`src/rtl/carfield_mailbox_responder.sv`:
```
// -----------------------------------------------------------------------------
// carfield_mailbox_responder
//
// Purpose:
//   Memory-mapped mailbox block. It holds NumMbox mailboxes in a 4 KiB window
//   at BaseAddr. Mailbox m starts at offset m*0x10 and has four registers:
//     +0x0 DATA     32-bit read/write, byte enables honoured
//     +0x4 DOORBELL read {31'b0, db}; a write of wdata[0]=1 sets db
//     +0x8 CLEAR    a write of wdata[0]=1 clears db; reads return 0
//     +0xC IRQ_EN   bit0 read/write, upper bits read 0
//   irq_o[m] = db[m] & irq_en[m], registered.
//
// Handshake (valid/ready):
//   A request transfers on a rising edge where req_valid_i=1 and req_ready_o=1.
//   A response transfers on a rising edge where rsp_valid_o=1 and rsp_ready_i=1.
//   The response payload is held stable while it waits for rsp_ready_i.
//   The request side is ready only in IDLE, so a request is never accepted on
//   the edge where a response transfers. Peak throughput is one transaction
//   every two cycles.
//
// Ports:
//   clk_i        clock; all logic uses the rising edge
//   rst_i        synchronous active-high reset
//   req_valid_i  request valid
//   req_ready_o  request accepted this cycle (IDLE only)
//   req_we_i     1 = write, 0 = read
//   req_addr_i   byte address
//   req_wdata_i  write data
//   req_be_i     write byte enables
//   rsp_valid_o  response valid (RESP state)
//   rsp_ready_i  initiator accepts the response
//   rsp_rdata_o  read data; 0 for writes and errors
//   rsp_error_o  decode or alignment error
//   irq_o        per-mailbox interrupt
//   dbg_state_o  FSM state for observation (0 = IDLE, 1 = RESP)
// -----------------------------------------------------------------------------
module carfield_mailbox_responder #(
  parameter logic [31:0] BaseAddr = 32'h4000_0000,
  parameter int unsigned NumMbox  = 4
) (
  input  logic               clk_i,
  input  logic               rst_i,
  input  logic               req_valid_i,
  output logic               req_ready_o,
  input  logic               req_we_i,
  input  logic [31:0]        req_addr_i,
  input  logic [31:0]        req_wdata_i,
  input  logic [3:0]         req_be_i,
  output logic               rsp_valid_o,
  input  logic               rsp_ready_i,
  output logic [31:0]        rsp_rdata_o,
  output logic               rsp_error_o,
  output logic [NumMbox-1:0] irq_o,
  output logic               dbg_state_o
);

  typedef enum logic {
    IDLE = 1'b0,
    RESP = 1'b1
  } state_e;

  state_e             state_q;
  logic [31:0]        rsp_rdata_q;
  logic               rsp_error_q;

  logic [31:0]        data_q [NumMbox];
  logic [31:0]        data_d [NumMbox];
  logic [NumMbox-1:0] db_q;
  logic [NumMbox-1:0] db_d;
  logic [NumMbox-1:0] en_q;
  logic [NumMbox-1:0] en_d;
  logic [NumMbox-1:0] irq_q;

  // ---------------------------------------------------------------------------
  // Address decode
  // ---------------------------------------------------------------------------
  logic        accept;
  logic        in_window;
  logic        aligned;
  logic        idx_ok;
  logic        dec_err;
  logic        wr_ok;
  logic [7:0]  idx;
  logic [1:0]  reg_sel;
  logic [31:0] rd_val;

  assign accept    = (state_q == IDLE) && req_valid_i;
  // BaseAddr is 4 KiB aligned, so the window test is a match on the upper bits.
  assign in_window = (req_addr_i[31:12] == BaseAddr[31:12]);
  assign aligned   = (req_addr_i[1:0] == 2'b00);
  assign idx       = req_addr_i[11:4];
  assign idx_ok    = ({24'd0, idx} < NumMbox);
  assign reg_sel   = req_addr_i[3:2];
  assign dec_err   = !(in_window && aligned && idx_ok);
  // Only decoded writes touch state. Erroring writes are dropped entirely.
  assign wr_ok     = accept && req_we_i && !dec_err;

  // Read mux. It uses the current register values, so a read never sees an
  // update from the same edge.
  always_comb begin
    rd_val = '0;
    for (int m = 0; m < int'(NumMbox); m++) begin
      if (idx == 8'(m)) begin
        case (reg_sel)
          2'd0:    rd_val = data_q[m];
          2'd1:    rd_val = {31'd0, db_q[m]};
          2'd3:    rd_val = {31'd0, en_q[m]};
          default: rd_val = '0;
        endcase
      end
    end
  end

  // ---------------------------------------------------------------------------
  // Register next-state
  // ---------------------------------------------------------------------------
  always_comb begin
    db_d = db_q;
    en_d = en_q;
    for (int m = 0; m < int'(NumMbox); m++) begin
      data_d[m] = data_q[m];
    end
    if (wr_ok) begin
      for (int m = 0; m < int'(NumMbox); m++) begin
        if (idx == 8'(m)) begin
          case (reg_sel)
            2'd0: begin
              for (int b = 0; b < 4; b++) begin
                if (req_be_i[b]) data_d[m][8*b +: 8] = req_wdata_i[8*b +: 8];
              end
            end
            // Control bits live in byte 0, so they act only when be[0] is set.
            2'd1: if (req_be_i[0] && req_wdata_i[0]) db_d[m] = 1'b1;
            2'd2: if (req_be_i[0] && req_wdata_i[0]) db_d[m] = 1'b0;
            default: if (req_be_i[0]) en_d[m] = req_wdata_i[0];
          endcase
        end
      end
    end
  end

  // ---------------------------------------------------------------------------
  // State, response capture and registered interrupt
  // ---------------------------------------------------------------------------
  always_ff @(posedge clk_i) begin
    if (rst_i) begin
      // Reset wins over a same-edge accept, so that write is discarded.
      state_q     <= IDLE;
      rsp_rdata_q <= '0;
      rsp_error_q <= 1'b0;
      db_q        <= '0;
      en_q        <= '0;
      irq_q       <= '0;
      for (int m = 0; m < int'(NumMbox); m++) begin
        data_q[m] <= '0;
      end
    end else begin
      for (int m = 0; m < int'(NumMbox); m++) begin
        data_q[m] <= data_d[m];
      end
      db_q  <= db_d;
      en_q  <= en_d;
      // The interrupt uses the next values, so irq_o changes together with
      // rsp_valid_o of the write that caused the change.
      irq_q <= db_d & en_d;
      case (state_q)
        IDLE: begin
          if (req_valid_i) begin
            state_q     <= RESP;
            rsp_rdata_q <= (req_we_i || dec_err) ? 32'd0 : rd_val;
            rsp_error_q <= dec_err;
          end
        end
        RESP: begin
          if (rsp_ready_i) state_q <= IDLE;
        end
        default: state_q <= IDLE;
      endcase
    end
  end

  assign req_ready_o = (state_q == IDLE);
  assign rsp_valid_o = (state_q == RESP);
  assign rsp_rdata_o = rsp_rdata_q;
  assign rsp_error_o = rsp_error_q;
  assign irq_o       = irq_q;
  assign dbg_state_o = state_q;

endmodule
```
`config.mk`:
```
export PLATFORM = sky130hd
export DESIGN_NAME = carfield_mailbox_responder
export DESIGN_NICKNAME = d
export VERILOG_FILES = /design/src/rtl/carfield_mailbox_responder.sv
export SDC_FILE = /design/constraint.sdc
export NUM_CORES = 1
export LEC_CHECK = 0
export ABC_AREA = 1
export CAP_MARGIN = 40
export CORE_MARGIN = 5
export CORE_UTILIZATION = 35
export DETAILED_ROUTE_END_ITERATION = 8
export GPL_ROUTABILITY_DRIVEN = 0
export SYNTH_ARGS = -nofsm -noshare
export SYNTH_HDL_FRONTEND = slang
export SYNTH_SLANG_ARGS = --single-unit
```
`constraint.sdc`:
```
create_clock -name clk_i -period 2.55 [get_ports clk_i]
set_clock_uncertainty 0.2 [all_clocks]
set_input_delay 0.765 -clock clk_i [delete_from_list [all_inputs] [get_ports clk_i]]
set_output_delay 0.765 -clock clk_i [all_outputs]
set_load 0.02 [all_outputs]
```
# Word level (Yosys, flattened, before mapping)

Memory sizes are Yosys's and may differ from the RTL's.
Cells that the tools add are included.

Flip-flop bits (word level): 46
Latch bits: 0
Bits in writable memories: 128
Memory bits (read-only): 0
Input bits: 73
Output and inout bits: 40
Word-level logic and storage cells: 108
Memories kept: 1

Memory list:

| name   | depth | width | read ports | clocked after Yosys merged registers in | wr ports | RTL line | RTL |
|---|---|---|---|---|---|---|---|
| data_q | 4     | 32    | 4          | 0                                       | 4        | 66       | `logic [31:0] data_q [NumMbox];` |

Add/subtract/negate cells: 0
$mul: 0
Divide/modulo/power cells: 0
$lt $le $gt $ge: 1
Equal/unequal tests: 7
Shift-type cells: 0
Muxes and demuxes: 74
Bitwise gates (word level): 6
Reductions and logical operators: 13

Operators by type and width:

| cell                   | number |
|---|---|
| $mux W32               | 17 |
| $pmux W32 S3           | 4 |
| $mux W128              | 1 |
| $mux W8                | 16 |
| $mux W1                | 29 |
| $eq A20 B19 Y1 const B | 1 |
| $eq A8 B2 Y1 const B   | 2 |
| $pmux W1 S2            | 5 |
| $eq A8 B1 Y1 const B   | 1 |
| $logic_not A8 Y1       | 1 |
| $lt A8 B3 Y1 const B   | 1 |
| $mux W4                | 2 |
| $logic_and A1 B1 Y1    | 6 |
| $and A4 B4 Y4          | 1 |
| $eq A2 B2 Y1 const B   | 2 |
| $logic_not A2 Y1       | 2 |
| $or A1 B1 Y1           | 4 |
| $reduce_or A3 Y1       | 1 |
| $eq A2 B1 Y1 const B   | 1 |
| $reduce_and A2 Y1      | 1 |
| $logic_not A1 Y1       | 1 |
| $logic_or A1 B1 Y1     | 1 |
| $not A1 Y1             | 1 |

# Logic depth before layout (Yosys ltp)

Gate-level depths: netlist (run 1).

Depth in word-level cells: 7
Mapped depth: 13
Mapped depth without buffers: 11

# Least setup slack after synthesis (run 1)

No wires, ideal clock.

Path kind: input port to flip-flop
Start: input req_addr_i[2]
End: memory data_q[0][0]
Setup time: 0.113 ns
Arrival: 2.113 ns
Path slack: 0.125 ns
Stages on the path: 9
Path through: inv_1 -> ha_1 -> buf_4 -> inv_2 -> nor3_4 -> nand4_4 -> buf_6 -> nor2_1 -> nor2_1

RTL lines:

| what               | RTL line | RTL |
|---|---|---|
| start: declaration | 46       | `input logic [31:0] req_addr_i,` |
| end: declaration   | 66       |  |

# Worst setup path in the final report (run 1)

Start: register state_q, in the netlist dbg_state_o
End: output req_ready_o

Word-level cells in the longest chain between the ends: 1

RTL lines:

| what                     | RTL line | RTL |
|---|---|---|
| start: declaration       | 62       | `state_e state_q;` |
| start signal: assignment | 148      | `state_q <= IDLE;` |
| start signal: assignment | 169      | `state_q <= RESP;` |
| start signal: assignment | 175      | `if (rsp_ready_i) state_q <= IDLE;` |
| $not A1 Y1 (no line)     | -        |  |
| end: declaration         | 44       | `output logic req_ready_o,` |

No other way between the ends.

==> qor.yml, run 1 <==
dpl_cell_area_um2: 10600
clkLatencyLatePin_ns: 0.42
synth_seq_cells: 174
finalHoldViolations: 0
fin_nets: 1540
port_buffers: 112
powerDensity_nw_per_um2: 522
cts_hold_buf: 0
dieArea_um2: 28300
synthTopCellsByArea: "dfxtp_1, nand2_1, nor2_1"
r2r-end: "data_q[3][30]$_SDFFE_PP0P_"
antenna_found_initial: 0
die_x_um: 168
cp_max_fo: 4
drv_slew: 0
path_class: "reg -> out"
pwr-share-seq_pct: 45.8
grtUsageTotal_pct: 16.8
io_pins: 113
ant_nets: 0
dr.first_iter.drc_count: 519
ys_warn_count: 0
power.share.clock_pct: 47.3
avgRoutedWirePerCell_um: 13.4
rows: 58
layout-drive-gt1-share_pct: 10.1
slowest_stage: "clkdlybuf4s50_1"
cap_viol_max_count: 0
synth_flop_cell: "dfxtp_1"
tightest_slew_ns: 0.484
core-area_um2: 24900
p_sw_share_pct: 24.1
power.leakage_nw: 5.38
cts_buffers: 17
fillers: 2483
synthDistinctLibCells: 29
die_h_um: 168
cp.required_ns: 1.59
met3_usage_pct: 3.45
vias_per_cell: 4.55
rrSetupSlack_ns: 0.60
intPower_w: 0.00450
rr_startpoint: "dbg_state_o$_SDFF_PP0_"
grt.met1_usage_pct: 23.2
period_share_pct: 95.7
synthCells: 1333
hold_end: "rsp_rdata_o[20]$_SDFFE_PP0P_"
synth_seq_area_share_pct: 39.7
cts.sinks: 174
grt_busiest_layer: "met2"
syn-cell-area_um2: 8770
startpoint_type: "register"
clkSlewWorstSetupHoldPaths_ns: 0.07
syn-mean-instance-area_um2: 6.58
pre_cts_ws_ns: -0.344
period_needed_ns: 2.44
stdcell_area_um2: 11400
grt_pass1_vias: 7631
grt_start_max_net_pins: 57
yosys.area.top_type: "dfxtp_1"
vdd_drop_max_v: 0.000365
cts_buffer_depth: 2
grt_overflow_total: 0
cp_cell_sequence: "inv_1, clkdlybuf4s50_1"
holdPathStages: 2
cp.depth: 2
grt_use_met2_pct: 26.9
slowest_delay_ns: 0.61
place_hpwl_um: 16000
path_buf_inv: 2
rsz0062_at_grt: "false"
via_count: 8223
setup_viol: 0
h-tree-depth: 4
synthToLayoutAreaGrowth_pct: 29.6
hold_start: "rsp_rdata_o[20]$_SDFFE_PP0P_"
hold_slack_ns: 0.262
cts_tree: "yes"
mostFrequentLayoutCell: "nand2_1"
switchingPower_w: 0.00143
crit_family: "buffers and inverters"
wirelength_um: 24100
clockRootBuffer: "clkbuf_16"
combPwrFrac_pct: 6.8
relSlewSlack_pct: 67.7
cp-end-kind: "output pin"
n_antenna_cell: 0
first_pass_iters: 4
max_freq_mhz: 410
route.detailed.drc: 0
min_path_type: "reg -> reg"
status: "completed"
synth-edff-count: 0
start_util_pct: 35.2
arrival_ns: 1.48
synth.top_cell.area_share_pct: 39.7
final_cell_mix: "nand2_1, nor2_1, dfxtp_1, inv_1, nand3_1"
grt_pass1_wl_um: 39200
async_flop_share_pct: 0
timing.final.ws_setup_ns: 0.109
synth_nets: 1410
ff2ff_path_depth: 9
==> how the worst max path moves through the flow <==
stage,startpoint,end,slack (ns)
final,dbg_state_o$_SDFF_PP0_,req_ready_o,0.11
after global routing,req_addr_i[4],data_q[0][15]$_SDFFE_PP0P_,0.0007
after detailed placement,req_valid_i,data_q[0][4]$_SDFFE_PP0P_,-0.34
after global placement,req_addr_i[11],irq_o[1]$_SDFF_PP0_,-0.33
after floorplan,req_addr_i[2],data_q[0][0]$_SDFFE_PP0P_,0.12
after CTS,dbg_state_o$_SDFF_PP0_,req_ready_o,0.08
==> cells by family after synthesis <==
group | after synthesis | share of synthesized area (%)
adder cells (fa/ha/maj) | 4 | 0.571
buffers and inverters | 243 | 12.3
flip-flops | 174 | 39.7
AND/OR/NAND/NOR | 870 | 44.9
AO/OA/AOI/OAI | 42 | 2.50
==> cell usage after synthesis, types with 4 or more instances <==
library cell,instances
nand3_1,130
nand2_1,369
nor2_4,7
ha_1,4
dfxtp_1,174
nor2_1,296
o21ai_0,6
buf_6,14
buf_2,10
inv_2,5
a21oi_1,33
clkbuf_1,40
nand4_1,42
nand4_4,16
buf_4,5
inv_1,165
==> layout make-up <==
| cell class | count | area (um2) | share of cell area (%) |
|---|---|---|---|
| multi-input combinational | 917 | 4270 | 37.5 |
| sequential | 174 | 3480 | 30.7 |
| timing repair buffer | 183 | 1930 | 17.0 |
| inverter | 170 | 639 | 5.63 |
| clock buffer | 18 | 439 | 3.86 |
| tap | 330 | 413 | 3.63 |
| clock inverter | 14 | 193 | 1.70 |
==> power groups by stage <==
stage          logic [W]  registers [W]  clock network (W)
6_report        0.000405        0.00272            0.00281
5_1_grt         0.000438        0.00272            0.00298
4_1_cts         0.000405        0.00272            0.00288
3_5_place_dp    0.000403        0.00278                  0
3_3_place_gp    0.000403        0.00278                  0
2_1_floorplan   0.000140        0.00279                  0
==> repair_timing <==
| item | in CTS | in global routing |
|---|---|---|
| setup endpoints to repair | 0 | 46 |
| setup buffers | 0 | 2 |
| resized for setup | 0 | 6 |
==> worst min-delay path: cells and delay by family (launching register included) <==
kind	cells	cell delay, ns
flip-flops	1	0.31
AND/OR/NAND/NOR	1	0.06
AO/OA/AOI/OAI	1	0.05
==> per-stage QoR <==
stage | cells | utilization [%] | setup TNS, ns | total power, W
6_report | 1806 | 45.7 | 0 | 0.00593
5_1_grt | 1806 | 45.7 | 0 | 0.00614
4_1_cts | 1801 | 45.2 | 0 | 0.00600
3_5_place_dp | 1769 | 42.7 | -45.16 | 0.00319
3_3_place_gp | 1769 | 42.7 | -42.66 | 0.00319
2_1_floorplan | 1333 | - | 0 | 0.00293
==> metal layers <==
| layer | share of wire [%] | up-vias |
|---|---|---|
| met3 | 4.6 | 12 |
| li1 | - | 4353 |
| met1 | 49 | 3688 |
| met2 | 46 | 170 |
| met5 | 0 | - |
| met4 | 0.91 | 0 |
==> registers in the layout (all words and copies together), names as in the netlist <==
register,count
rsp_rdata_o,32
db_q,4
rsp_error_o,1
dbg_state_o,1
irq_o,4
en_q,4
data_q,128
No activity file was read; power rests on OpenSTA's default activity.
==> run 2, diff against run 1 <==
--- a/config.mk
+++ b/config.mk
@@ -6,6 +6,7 @@
 export NUM_CORES = 1
 export LEC_CHECK = 0
 export ABC_AREA = 1
+export ABC_CLOCK_PERIOD_IN_PS = 2550
 export CAP_MARGIN = 40
 export CORE_MARGIN = 5
 export CORE_UTILIZATION = 35
==> results of run 2 <==
Same layout as run 1: the final DEF is identical, and so are final timing and power.
==> run 3, diff against run 2 <==
--- a/config.mk
+++ b/config.mk
@@ -8,10 +8,13 @@
 export ABC_AREA = 1
 export ABC_CLOCK_PERIOD_IN_PS = 2550
 export CAP_MARGIN = 40
+export CELL_PAD_IN_SITES_DETAIL_PLACEMENT = 0
+export CELL_PAD_IN_SITES_GLOBAL_PLACEMENT = 1
 export CORE_MARGIN = 5
 export CORE_UTILIZATION = 35
 export DETAILED_ROUTE_END_ITERATION = 8
 export GPL_ROUTABILITY_DRIVEN = 0
+export PLACE_DENSITY_LB_ADDON = 0.1
 export SYNTH_ARGS = -nofsm -noshare
 export SYNTH_HDL_FRONTEND = slang
 export SYNTH_SLANG_ARGS = --single-unit
==> run 3 against run 2 <==
Against the previous run: count of clock-buffer cells in the layout stayed put; via count is 0.83% lower; highest routed layer unchanged; routed wire length is 6.0% higher; combinational power is 3% higher; cell area is 1.2% higher; critical path type is now in -> reg; non-clock buffer count is 11 higher; register-to-register slack worse by 0.03 ns; power is 2.8% lower; die area stayed put.
==> qor.yml, run 3 (synthesis results as in run 1) <==
vias_per_cell: 4.49
cts_buffer_depth: 2
clkSlewWorstSetupHoldPaths_ns: 0.07
route.detailed.drc: 0
arrival_ns: 2.59
grt_overflow_total: 0
fillers: 2564
cp_max_fo: 16
mostFrequentLayoutCell: "nand2_1"
finalHoldViolations: 0
cap_viol_max_count: 0
setup_viol: 0
synthToLayoutAreaGrowth_pct: 31.1
path_class: "in -> reg"
antenna_found_initial: 0
power.leakage_nw: 5.43
port_buffers: 112
dr.first_iter.drc_count: 416
h-tree-depth: 4
final_cell_mix: "nand2_1, nor2_1, dfxtp_1, inv_1, nand3_1"
wirelength_um: 25600
clockRootBuffer: "clkbuf_16"
ant_nets: 0
regMostFlops: "data_q"
via_count: 8155
die_x_um: 168
min_path_type: "reg -> reg"
grt_pass1_vias: 7693
period_share_pct: 96.9
n_antenna_cell: 0
drv_slew: 0
grt_start_max_net_pins: 39
max_freq_mhz: 405
ff2ff_path_depth: 11
status: "completed"
grt_pass1_wl_um: 41600
largest_reg_flops: 128
setup_tns_ns: 0
start_util_pct: 35.2
core-area_um2: 24900
avgRoutedWirePerCell_um: 14.1
cp-endpoint: "data_q[2][30]$_SDFFE_PP0P_"
vdd_drop_max_v: 0.000325
tightest_slew_ns: 0.488
clkLatencyLatePin_ns: 0.43
die_h_um: 168
startpoint_type: "input pin"
rr_startpoint: "dbg_state_o$_SDFF_PP0_"
dieArea_um2: 28300
cts_tree: "yes"
period_needed_ns: 2.47
place_hpwl_um: 16800
pre_cts_ws_ns: -0.346
cp.required_ns: 2.67
startpoint: "req_valid_i"
rrSetupSlack_ns: 0.57
grtUsageTotal_pct: 18.1
rsz0062_at_grt: "true"
fin_nets: 1550
rows: 58
layout-drive-gt1-share_pct: 10.7
io_pins: 113
relSlewSlack_pct: 67.4
first_pass_iters: 5
powerDensity_nw_per_um2: 502
cp-end-kind: "register"
cts_buffers: 17
timing.final.ws_setup_ns: 0.0787
cts_hold_buf: 0
cts.sinks: 174
r2r-end: "data_q[2][30]$_SDFFE_PP0P_"
## run 3: cell count changes in the layout (fill, tap and decap cells not counted), sizes merged
| cell | delta |
|---|---|
| clkinv | -1 |
| clkinvlp | +2 |
| buf | +12 |
| clkbuf | -1 |
| dlymetal6s2s | -1 |
| bufinv | -2 |
| inv | +1 |
| nand4 | -1 |
| clkdlybuf4s50 | +1 |
## run 3: critical path, cell delays in order
cell             delay (ns)
clkdlybuf4s50_1        0.48
inv_1                  0.05
nor2_2                 0.12
nand2_1                0.07
nor2_1                 0.12
nand2_2                0.10
nor2_4                 0.18
buf_12                 0.18
buf_4                  0.13
nand4_4                0.07
buf_12                 0.17
nor2_1                 0.09
nor2_1                 0.05
## run 3: layer usage
layer	up-vias	part of all wire, %	track usage [%]
met5	-	0	0
li1	4370	-	-
met2	177	43	28.1
met1	3594	51	26.1
met4	0	0.86	4.13
met3	14	5.0	3.73
## run 3: power by group
part | switching (W) | internal (W) | leakage [nW]
Combinational | 0.000236 | 0.000181 | 3.75
Sequential | 0.00000200 | 0.00272 | 1.40
Clock | 0.00122 | 0.00141 | 0.282
## run 3: worst min-delay path by stage
| stage | start | endpoint | slack, ns | cells after the start |
|---|---|---|---|---|
| final | rsp_rdata_o[14]$_SDFFE_PP0P_ | rsp_rdata_o[14]$_SDFFE_PP0P_ | 0.26 | 2 |
| after global routing | rsp_rdata_o[25]$_SDFFE_PP0P_ | rsp_rdata_o[25]$_SDFFE_PP0P_ | 0.29 | 2 |
| after CTS | rsp_rdata_o[26]$_SDFFE_PP0P_ | rsp_rdata_o[26]$_SDFFE_PP0P_ | 0.27 | 2 |
| after detailed placement | rsp_rdata_o[26]$_SDFFE_PP0P_ | rsp_rdata_o[26]$_SDFFE_PP0P_ | 0.26 | 2 |
| after global placement | rsp_rdata_o[28]$_SDFFE_PP0P_ | rsp_rdata_o[28]$_SDFFE_PP0P_ | 0.25 | 2 |
| after floorplan | data_q[0][0]$_SDFFE_PP0P_ | data_q[0][0]$_SDFFE_PP0P_ | 0.29 | 4 |
## run 3: area by class of cell
| class | count | area (um2) | area share [%] |
|---|---|---|---|
| clock buffer | 18 | 439 | 3.82 |
| clock inverter | 14 | 146 | 1.27 |
| inverter | 170 | 641 | 5.57 |
| multi-input combinational | 916 | 4240 | 36.9 |
| sequential | 174 | 3480 | 30.3 |
| tap | 330 | 413 | 3.59 |
| timing repair buffer | 194 | 2130 | 18.5 |
## run 3: repair_timing
action | 4_1_cts | 5_1_grt
resized for setup | 0 | 4
setup endpoints to repair | 0 | 36
setup buffers | 0 | 4
## run 3: per-stage QoR
step           hold slack (ns)  utilization, %  instances  cell area, um2  power (W)
6_report                 0.264            46.2       1816           11500    0.00577
5_1_grt                  0.287            46.2       1816           11500    0.00600
4_1_cts                  0.267            45.8       1811           11400    0.00586
3_5_place_dp             0.255            43.5       1779           10800    0.00320
3_3_place_gp             0.250            43.5       1779           10800    0.00320
2_1_floorplan            0.289               -       1333            8770    0.00293
